File: src/rtl/jtdsp16_cache.sv
// jtdsp16_cache -- do-loop instruction cache for the DSP16 core.
//
// Sits between program ROM fetch and the instruction decoder. On a "do"
// request it captures the loop body (up to 15 words) during the first ROM
// pass. It then replays the body for the remaining iterations while the PC
// is held. A "redo" (NI=0) replays the last captured body with no ROM pass.
//
// Ports:
//   clk, rst        system clock, asynchronous active-high reset
//   cen             clock enable; state advances only when high
//   do_start        one-cen-cycle do/redo request from the decoder
//   do_data[10:0]   [10:7] NI body length (0 = redo), [6:0] K iteration count
//   fetch           decoder consumes an instruction word this cen cycle
//   rom_dout[15:0]  instruction word from program ROM
//   cache_dout      replayed word (0 when cache_sel is low)
//   cache_sel       decoder takes its instruction from cache_dout
//   pc_halt         PC must not advance
//   no_int          interrupts blocked while the loop machinery is active
//   busy            state is not IDLE
//   fault           sticky: do_start arrived while busy
module jtdsp16_cache #(
    parameter int AW = 4
) (
    input  logic        clk,
    input  logic        rst,
    input  logic        cen,
    input  logic        do_start,
    input  logic [10:0] do_data,
    input  logic        fetch,
    input  logic [15:0] rom_dout,
    output logic [15:0] cache_dout,
    output logic        cache_sel,
    output logic        pc_halt,
    output logic        no_int,
    output logic        busy,
    output logic        fault
);

    localparam int DEPTH = (1 << AW) - 1;

    localparam logic [1:0] IDLE   = 2'd0;
    localparam logic [1:0] LOAD   = 2'd1;
    localparam logic [1:0] REPLAY = 2'd2;

    logic [1:0]    state;
    logic [AW-1:0] idx;
    logic [3:0]    ni_q;
    logic [6:0]    iter_left;
    logic [15:0]   mem [0:DEPTH-1];

    logic [3:0]    ni;
    logic [6:0]    k;
    logic [6:0]    k_m1;
    logic [AW-1:0] last_idx;
    logic          mem_we;
    logic [AW-1:0] mem_wa;

    assign ni       = do_data[10:7];
    assign k        = do_data[6:0];
    // K=0 on a real do still captures one ROM pass, so it behaves as K=1.
    assign k_m1     = (k == 7'd0) ? 7'd0 : k - 7'd1;
    assign last_idx = AW'(ni_q - 4'd1);

    // NOTE: every combinational output gets a default before any branch,
    // so no path leaves it unassigned and no latch is inferred.
    always_comb begin
        mem_we = 1'b0;
        mem_wa = idx;
        if (cen) begin
            if (state == IDLE && do_start && ni != 4'd0) begin
                // Body word 0 is on rom_dout in the same cycle as the request.
                mem_we = 1'b1;
                mem_wa = '0;
            end else if (state == LOAD && fetch) begin
                mem_we = 1'b1;
            end
        end
    end

    // NOTE: the body storage has no reset; it is only meaningful once ni_q
    // says a body was captured, and resetting it would cost a reset net per bit.
    always_ff @(posedge clk) begin
        if (mem_we) mem[mem_wa] <= rom_dout;
    end

    // NOTE: sequential state uses non-blocking assignments so every register
    // samples the pre-edge values regardless of statement order.
    always_ff @(posedge clk or posedge rst) begin
        if (rst) begin
            state     <= IDLE;
            idx       <= '0;
            iter_left <= 7'd0;
            ni_q      <= 4'd0;
            fault     <= 1'b0;
        end else if (cen) begin
            // Loops do not nest: a request while busy is dropped and flagged.
            if (do_start && state != IDLE) fault <= 1'b1;
            case (state)
                IDLE: begin
                    if (do_start) begin
                        if (ni != 4'd0) begin
                            ni_q      <= ni;
                            iter_left <= k_m1;
                            idx       <= AW'(1);
                            if (ni != 4'd1) begin
                                state <= LOAD;
                            end else if (k_m1 != 7'd0) begin
                                // One-word body already fully captured.
                                state <= REPLAY;
                                idx   <= '0;
                            end
                        end else if (k != 7'd0 && ni_q != 4'd0) begin
                            iter_left <= k;
                            idx       <= '0;
                            state     <= REPLAY;
                        end
                    end
                end
                LOAD: begin
                    if (fetch) begin
                        idx <= idx + AW'(1);
                        if (idx == last_idx) begin
                            if (iter_left == 7'd0) begin
                                state <= IDLE;
                            end else begin
                                state <= REPLAY;
                                idx   <= '0;
                            end
                        end
                    end
                end
                REPLAY: begin
                    if (fetch) begin
                        if (idx == last_idx) begin
                            idx       <= '0;
                            iter_left <= iter_left - 7'd1;
                            if (iter_left == 7'd1) state <= IDLE;
                        end else begin
                            idx <= idx + AW'(1);
                        end
                    end
                end
                default: state <= IDLE;
            endcase
        end
    end

    assign busy       = (state != IDLE);
    assign no_int     = busy;
    assign cache_sel  = (state == REPLAY);
    assign pc_halt    = cache_sel;
    assign cache_dout = cache_sel ? mem[idx] : 16'd0;

endmodule

File: config.mk
export PLATFORM = sky130hd
export DESIGN_NAME = jtdsp16_cache
export DESIGN_NICKNAME = d
export VERILOG_FILES = /design/src/rtl/jtdsp16_cache.sv
export SDC_FILE = /design/constraint.sdc
export NUM_CORES = 1
export LEC_CHECK = 0
export CAP_MARGIN = 20
export CORE_ASPECT_RATIO = 1.25
export CORE_MARGIN = 10
export CORE_UTILIZATION = 52
export CTS_CLUSTER_DIAMETER = 60
export DETAILED_ROUTE_END_ITERATION = 10
export GPL_ROUTABILITY_DRIVEN = 0
export PLACE_DENSITY = 0.72
export SETUP_SLACK_MARGIN = 0.02
export SKIP_LAST_GASP = 1
export SLEW_MARGIN = 20
export SYNTH_ARGS = -nofsm -noshare
export SYNTH_HDL_FRONTEND = slang
export SYNTH_SLANG_ARGS = --single-unit
export TNS_END_PERCENT = 50
File: constraint.sdc
create_clock -name clk -period 6.05 [get_ports clk]
set_clock_uncertainty 0.15 [all_clocks]
set_input_delay 1.21 -clock clk [delete_from_list [all_inputs] [get_ports clk]]
set_output_delay 1.21 -clock clk [all_outputs]
set_load 0.005 [all_outputs]
Yosys cells after proc, flatten, opt, wreduce, memory -nomap -nowiden
Memory sizes are Yosys's and may differ from the RTL's.
Cells that the tools add are included.
{"block": "op_classes", "eq_ne": 13, "muxes": 38, "n_reduce_logical": 20, "addsub": 4}
{"cell": "two-way mux 7 bit", "count": 6}
{"cell": "two-way mux 4 bit", "count": 10}
{"cell": "two-way mux 2 bit", "count": 11}
{"cell": "two-way mux 16 bit", "count": 1}
{"cell": "zero test 7 bit", "count": 2}
{"cell": "one-hot mux 7 bit (2 select lines)", "count": 1}
{"cell": "nonzero test 7 bit", "count": 2}
{"cell": "subtractor 7 x 1 -> 7 bit (second input constant)", "count": 2}
{"cell": "one-hot mux 4 bit (3 select lines)", "count": 1}
{"cell": "AND reduction 6 bit", "count": 2}
{"cell": "AND reduction 9 bit", "count": 1}
{"cell": "nonzero test 4 bit", "count": 2}
{"cell": "equality test 7 x 1 -> 1 bit (second input constant)", "count": 1}
{"cell": "two-way mux 1 bit", "count": 7}
{"cell": "!= test 2 x 1 -> 1 bit (second input constant)", "count": 3}
{"cell": "!= test 2 bit (second input constant)", "count": 3}
{"cell": "one-hot mux 2 bit (3 select lines)", "count": 1}
{"cell": "logical AND 1 bit", "count": 5}
{"cell": "adder 4 x 1 -> 4 bit (second input constant)", "count": 1}
{"cell": "equality test 4 bit", "count": 1}
{"cell": "!= test 4 x 1 -> 1 bit (second input constant)", "count": 1}
{"cell": "!= test 4 x 2 -> 1 bit (second input constant)", "count": 1}
{"cell": "AND reduction 4 bit", "count": 1}
{"cell": "nonzero test 2 bit", "count": 2}
{"cell": "7 further kinds", "count": 7}
{"block": "word_totals", "word_cells": 81, "mem_count": 1, "ram_bits": 240, "register_bits": 18, "output_inout_bits": 21, "inputBits": 32}
{"memory": "mem", "depth": 15, "width": 16, "read_ports": 1, "rd_ports_with_merged_regs": 0, "write_ports": 1, "line_no": "49", "rtl": "logic [15:0] mem [0:DEPTH-1];"}

Depth between registers and ports, before layout
{"block": "logic_depth", "word_depth": 8, "mapped_depth": 9, "depth_no_buf": 7}

Worst setup path after synthesis
No wires, ideal clock.
{"block": "synth_timing", "path_type": "input to register", "start": "input port do_data[8]", "end": "memory mem[1][0] (enable)", "path_stages": 5, "arrival_ns": 3.479, "path_slack_ns": 2.011, "setup_time_ns": 0.409, "path_buffers": 0, "required_time_ns": 5.491, "cell_sequence": "nor4_1 -> nor2_1 -> nor2_1 -> nand3b_1 -> nor3_1"}
{"block": "synth_between", "elab_chain_cells": 6, "elab_cells_between_ends": 8, "cone_classes": "mux: 6; reduce/logical: 2"}
{"item": "start: declaration", "line_no": "28", "rtl": "input logic [10:0] do_data,"}
{"item": "nonzero test 4 bit (*)", "line_no": "70", "rtl": "if (state == IDLE && do_start && ni != 4'd0) begin"}
{"item": "logical AND 1 bit (*)", "line_no": "70"}
{"item": "two-way mux 1 bit", "line_no": "70"}
{"item": "two-way mux 1 bit", "line_no": "69", "rtl": "if (cen) begin"}
{"item": "two-way mux 1 bit", "line_no": "83", "rtl": "if (mem_we) mem[mem_wa] <= rom_dout;"}
{"item": "two-way mux 1 bit (not written as such)", "line_no": "83"}
{"item": "end: declaration", "line_no": "49"}
Mark *: on every way between the ends. The rest lies on a longest branch, timed or not.

Worst setup path after layout
{"block": "layout_timing", "start": "register idx[1]", "end": "output port cache_dout[10]"}
{"block": "layout_between", "elab_chain_cells": 2}
{"item": "start: declaration", "line_no": "46", "rtl": "logic [AW-1:0] idx;"}
{"item": "start signal: assignment", "line_no": "121", "rtl": "idx <= idx + AW'(1);"}
{"item": "start signal: assignment", "line_no": "139", "rtl": "idx <= idx + AW'(1);"}
{"item": "memory (15 x 16 bit)"}
{"item": "two-way mux 16 bit", "line_no": "152", "rtl": "assign cache_dout = cache_sel ? mem[idx] : 16'd0;"}
{"item": "end: declaration", "line_no": "31", "rtl": "output logic [15:0] cache_dout,"}
No other way between the ends.

==> results.py <==
metrics = {
    "critical_path": {
        "r2r-end": "state[1]",
        "crit_fanout": 46,
        "path_cells": "buf_4, mux4_2, mux4_2, and2_1, clkdlybuf4s50_1",
        "reg2reg_from": "idx[1]",
        "critPathRequiredTime_ps": 4690,
        "crit_type": "reg -> out",
        "critPathMaxStageDelay_ps": 1000,
        "crit_top_cell": "mux4_2",
        "reg2reg_depth": 6,
        "arrival_ps": 3650,
        "crit_path_start_kind": "register",
        "rrSetupSlack_ps": 2720,
        "endpoint_kind": "output port",
        "cp_slowest_cell": "dfrtp_2",
        "critPathBufInv": 2,
        "critPathTopFamily": "flip-flops",
    },
    "route": {
        "num_vias": 5859,
        "wl_met1_mm": 9.57,
        "firstDrtPassIters": 5,
        "routed_wirelength_mm": 25.1,
        "dr_wl_met2_mm": 13.0,
        "drt_iter0_markers": 611,
        "met3_length_mm": 1.79,
        "drc": 0,
        "wl_per_cell_um": 26.3,
        "ant_nets": 0,
        "top_layer": "met4",
        "vias_per_cell": 6.15,
    },
    "clock_tree": {
        "root_buffer": "clkbuf_16",
        "clk_latency_ps": 520,
        "cts.sinks": 258,
        "cts.path.max_buffers": 3,
        "cts-resized-gates": 0,
        "hold_buffers": 0,
        "cts_tree": "done",
        "post_cts_buffers": 0,
        "cts_buffers": 25,
        "htreeDepth": 1,
        "path_clk_slew_ps": 60,
    },
    "die": {
        "core_um2": 20700,
        "dieArea_um2": 27100,
        "die_w_um": 149,
        "top_level_ports": 53,
        "die_h_um": 182,
        "initial_core_util": 0.525,
        "num_rows": 59,
    },
    "sta": {
        "tns_ps": 0,
        "max_freq_mhz": 200,
        "setup-violations-final": 0,
        "fin_crit_sh": 0.828,
        "slew_headroom": 0.285,
        "slew_viol_final": 0,
        "rsz0062_at_grt": "no",
        "hold_viol": 0,
        "period_needed_ps": 5010,
        "tightest_slew_ps": 1070,
    },
    "cells_and_area": {
        "multi_input_area_um2": 3030,
        "drive_gt1_frac": 0.205,
        "final_cells": 953,
        "nFillCells": 1511,
        "syn2layout_area_growth_pct": 14.7,
        "nNetsFinal": 702,
        "regArea_um2": 7660,
    },
    "placement": {
        "dpl.hpwl_mm": 16.6,
        "dp.cells": 906,
        "port-buffer-count": 52,
    },
    "power_and_ir_drop": {
        "p_int_mw": 3.58,
        "power_density_nw_per_um2": 412,
        "clkPwrFrac": 0.277,
        "combPwrFrac": 0.298,
        "p_leak_nw": 3.93,
        "max-vdd-ir-drop_v": 0.000262,
        "power.switching_mw": 1.55,
        "swShare": 0.302,
        "p_seq_frac": 0.425,
    },
    "global_route": {
        "grt_use_total": 0.186,
        "grt_pass1_vias": 6105,
        "grt_pass1_wl_mm": 38.2,
        "antenna_found_initial": 1,
        "gr-total-overflow": 0,
        "grt_start_max_net_pins": 60,
    },
    "hold_path": {
        "hold_path_end": "fault",
        "hp-class": "reg -> reg",
        "hold_start": "fault",
        "hold_depth": 1,
    },
    "synth": {
        "synth_common_cells": "240 x edfxtp_1, 64 x mux4_2, 33 x o21ai_0",
        "synth_ff_type": "edfxtp_1",
        "yosysTopAreaCell": "edfxtp_1",
        "yosys-top-cells-area": "edfxtp_1 66%, mux4_2 13%, dfrtp_1 4.1%, mux2i_1 1.7%, o21ai_0 1.5%",
        "synth_most_common_cell": "edfxtp_1",
        "syn_inst": 603,
        "synth_area_per_cell_um2": 18.0,
        "synth-edff-count": 240,
        "ys_warn_count": 0,
        "ys_async_sr_fraction": 0.0698,
        "synth_seq_cells": 258,
        "yosysSeqAreaShare": 0.705,
        "synth_top_area_share": 0.664,
        "netlist_area_um2": 10900,
        "synth.net_count": 645,
        "synth_cell_types": 59,
    },
    "outcome": {
        "status": "complete, no violations",
    },
    "job": {
        "maxCapViolations": 0,
    },
}
## through the flow
| stage | worst slack [ps] | util | total power, mW | instance area, µm² | hold slack (ps) |
|---|---|---|---|---|---|
| after floorplan | 2010 | - | 3.18 | 10900 | 316 |
| after global placement | 1360 | 0.565 | 3.70 | 11700 | 301 |
| after detailed placement | 1100 | 0.565 | 3.73 | 11700 | 321 |
| after CTS | 785 | 0.601 | 5.15 | 12400 | 335 |
| after global routing | 925 | 0.602 | 5.36 | 12500 | 357 |
| final | 1040 | 0.603 | 5.13 | 12500 | 343 |
## placed cells by master (no fill, tap or decap), types with 6 or more instances in the layout
cell	Yosys	layout
edfxtp_1	240	240
mux4_2	64	64
clkdlybuf4s50_1	0	52
o21ai_0	33	33
nand2_1	28	28
clkbuf_16	0	25
mux2i_1	18	18
inv_1	17	17
and2_1	17	17
dfrtp_1	18	15
nor2_2	1	12
nor2_1	22	11
ha_1	10	10
nand3_1	9	9
clkbuf_1	16	9
a21oi_1	8	8
buf_4	2	8
nor3_1	10	7
nand2b_1	6	6
## power by group through the flow
stage | Clock (mW) | Sequential (mW) | Combinational (mW)
final | 1.42 | 2.18 | 1.53
after global routing | 1.52 | 2.20 | 1.64
after CTS | 1.45 | 2.25 | 1.46
after detailed placement | 0 | 2.28 | 1.45
after global placement | 0 | 2.27 | 1.42
after floorplan | 0 | 2.11 | 1.07
## cell type report
cell class	instances	area share
diodes	1	0.000201
clock inverters	9	0.00432
repair buffers	61	0.0488
flip-flops and latches	258	0.615
inverters	17	0.00512
multi-input cells	297	0.244
well taps	274	0.0275
clock buffers	36	0.0552
## per-layer routing
layer | GRT usage | up-vias
met2 | 0.318 | 277
li1 | - | 2554
met3 | 0.0363 | 44
met4 | 0.0617 | 0
met1 | 0.232 | 2984
met5 | 0 | -
## how the worst max path moves through the flow
stage,from,end,slack [ps],cells after the start
final,idx[1],cache_dout[10],1040,5
after global routing,idx[1],cache_dout[10],930,5
after CTS,idx[0],cache_dout[10],790,5
after detailed placement,do_data[7],mem[10][5],1100,6
after global placement,do_data[8],mem[10][6],1360,6
after floorplan,do_data[8],mem[1][0],2010,5
## registers in the layout (all words and copies together) (netlist names)
name / flops
iter_left: 7
fault: 1
ni_q: 4
idx: 4
mem: 240
state: 2
## cell families after synthesis
kind of cell,after synthesis,share of synthesized area
xor+xnor,6,0.00692
buf+inv,48,0.0196
simple gates,118,0.0571
flops,258,0.705
mux,84,0.151
fa+ha+maj,11,0.0124
compound gates,78,0.0470
Note: power is estimated with default switching activity, not from simulation.
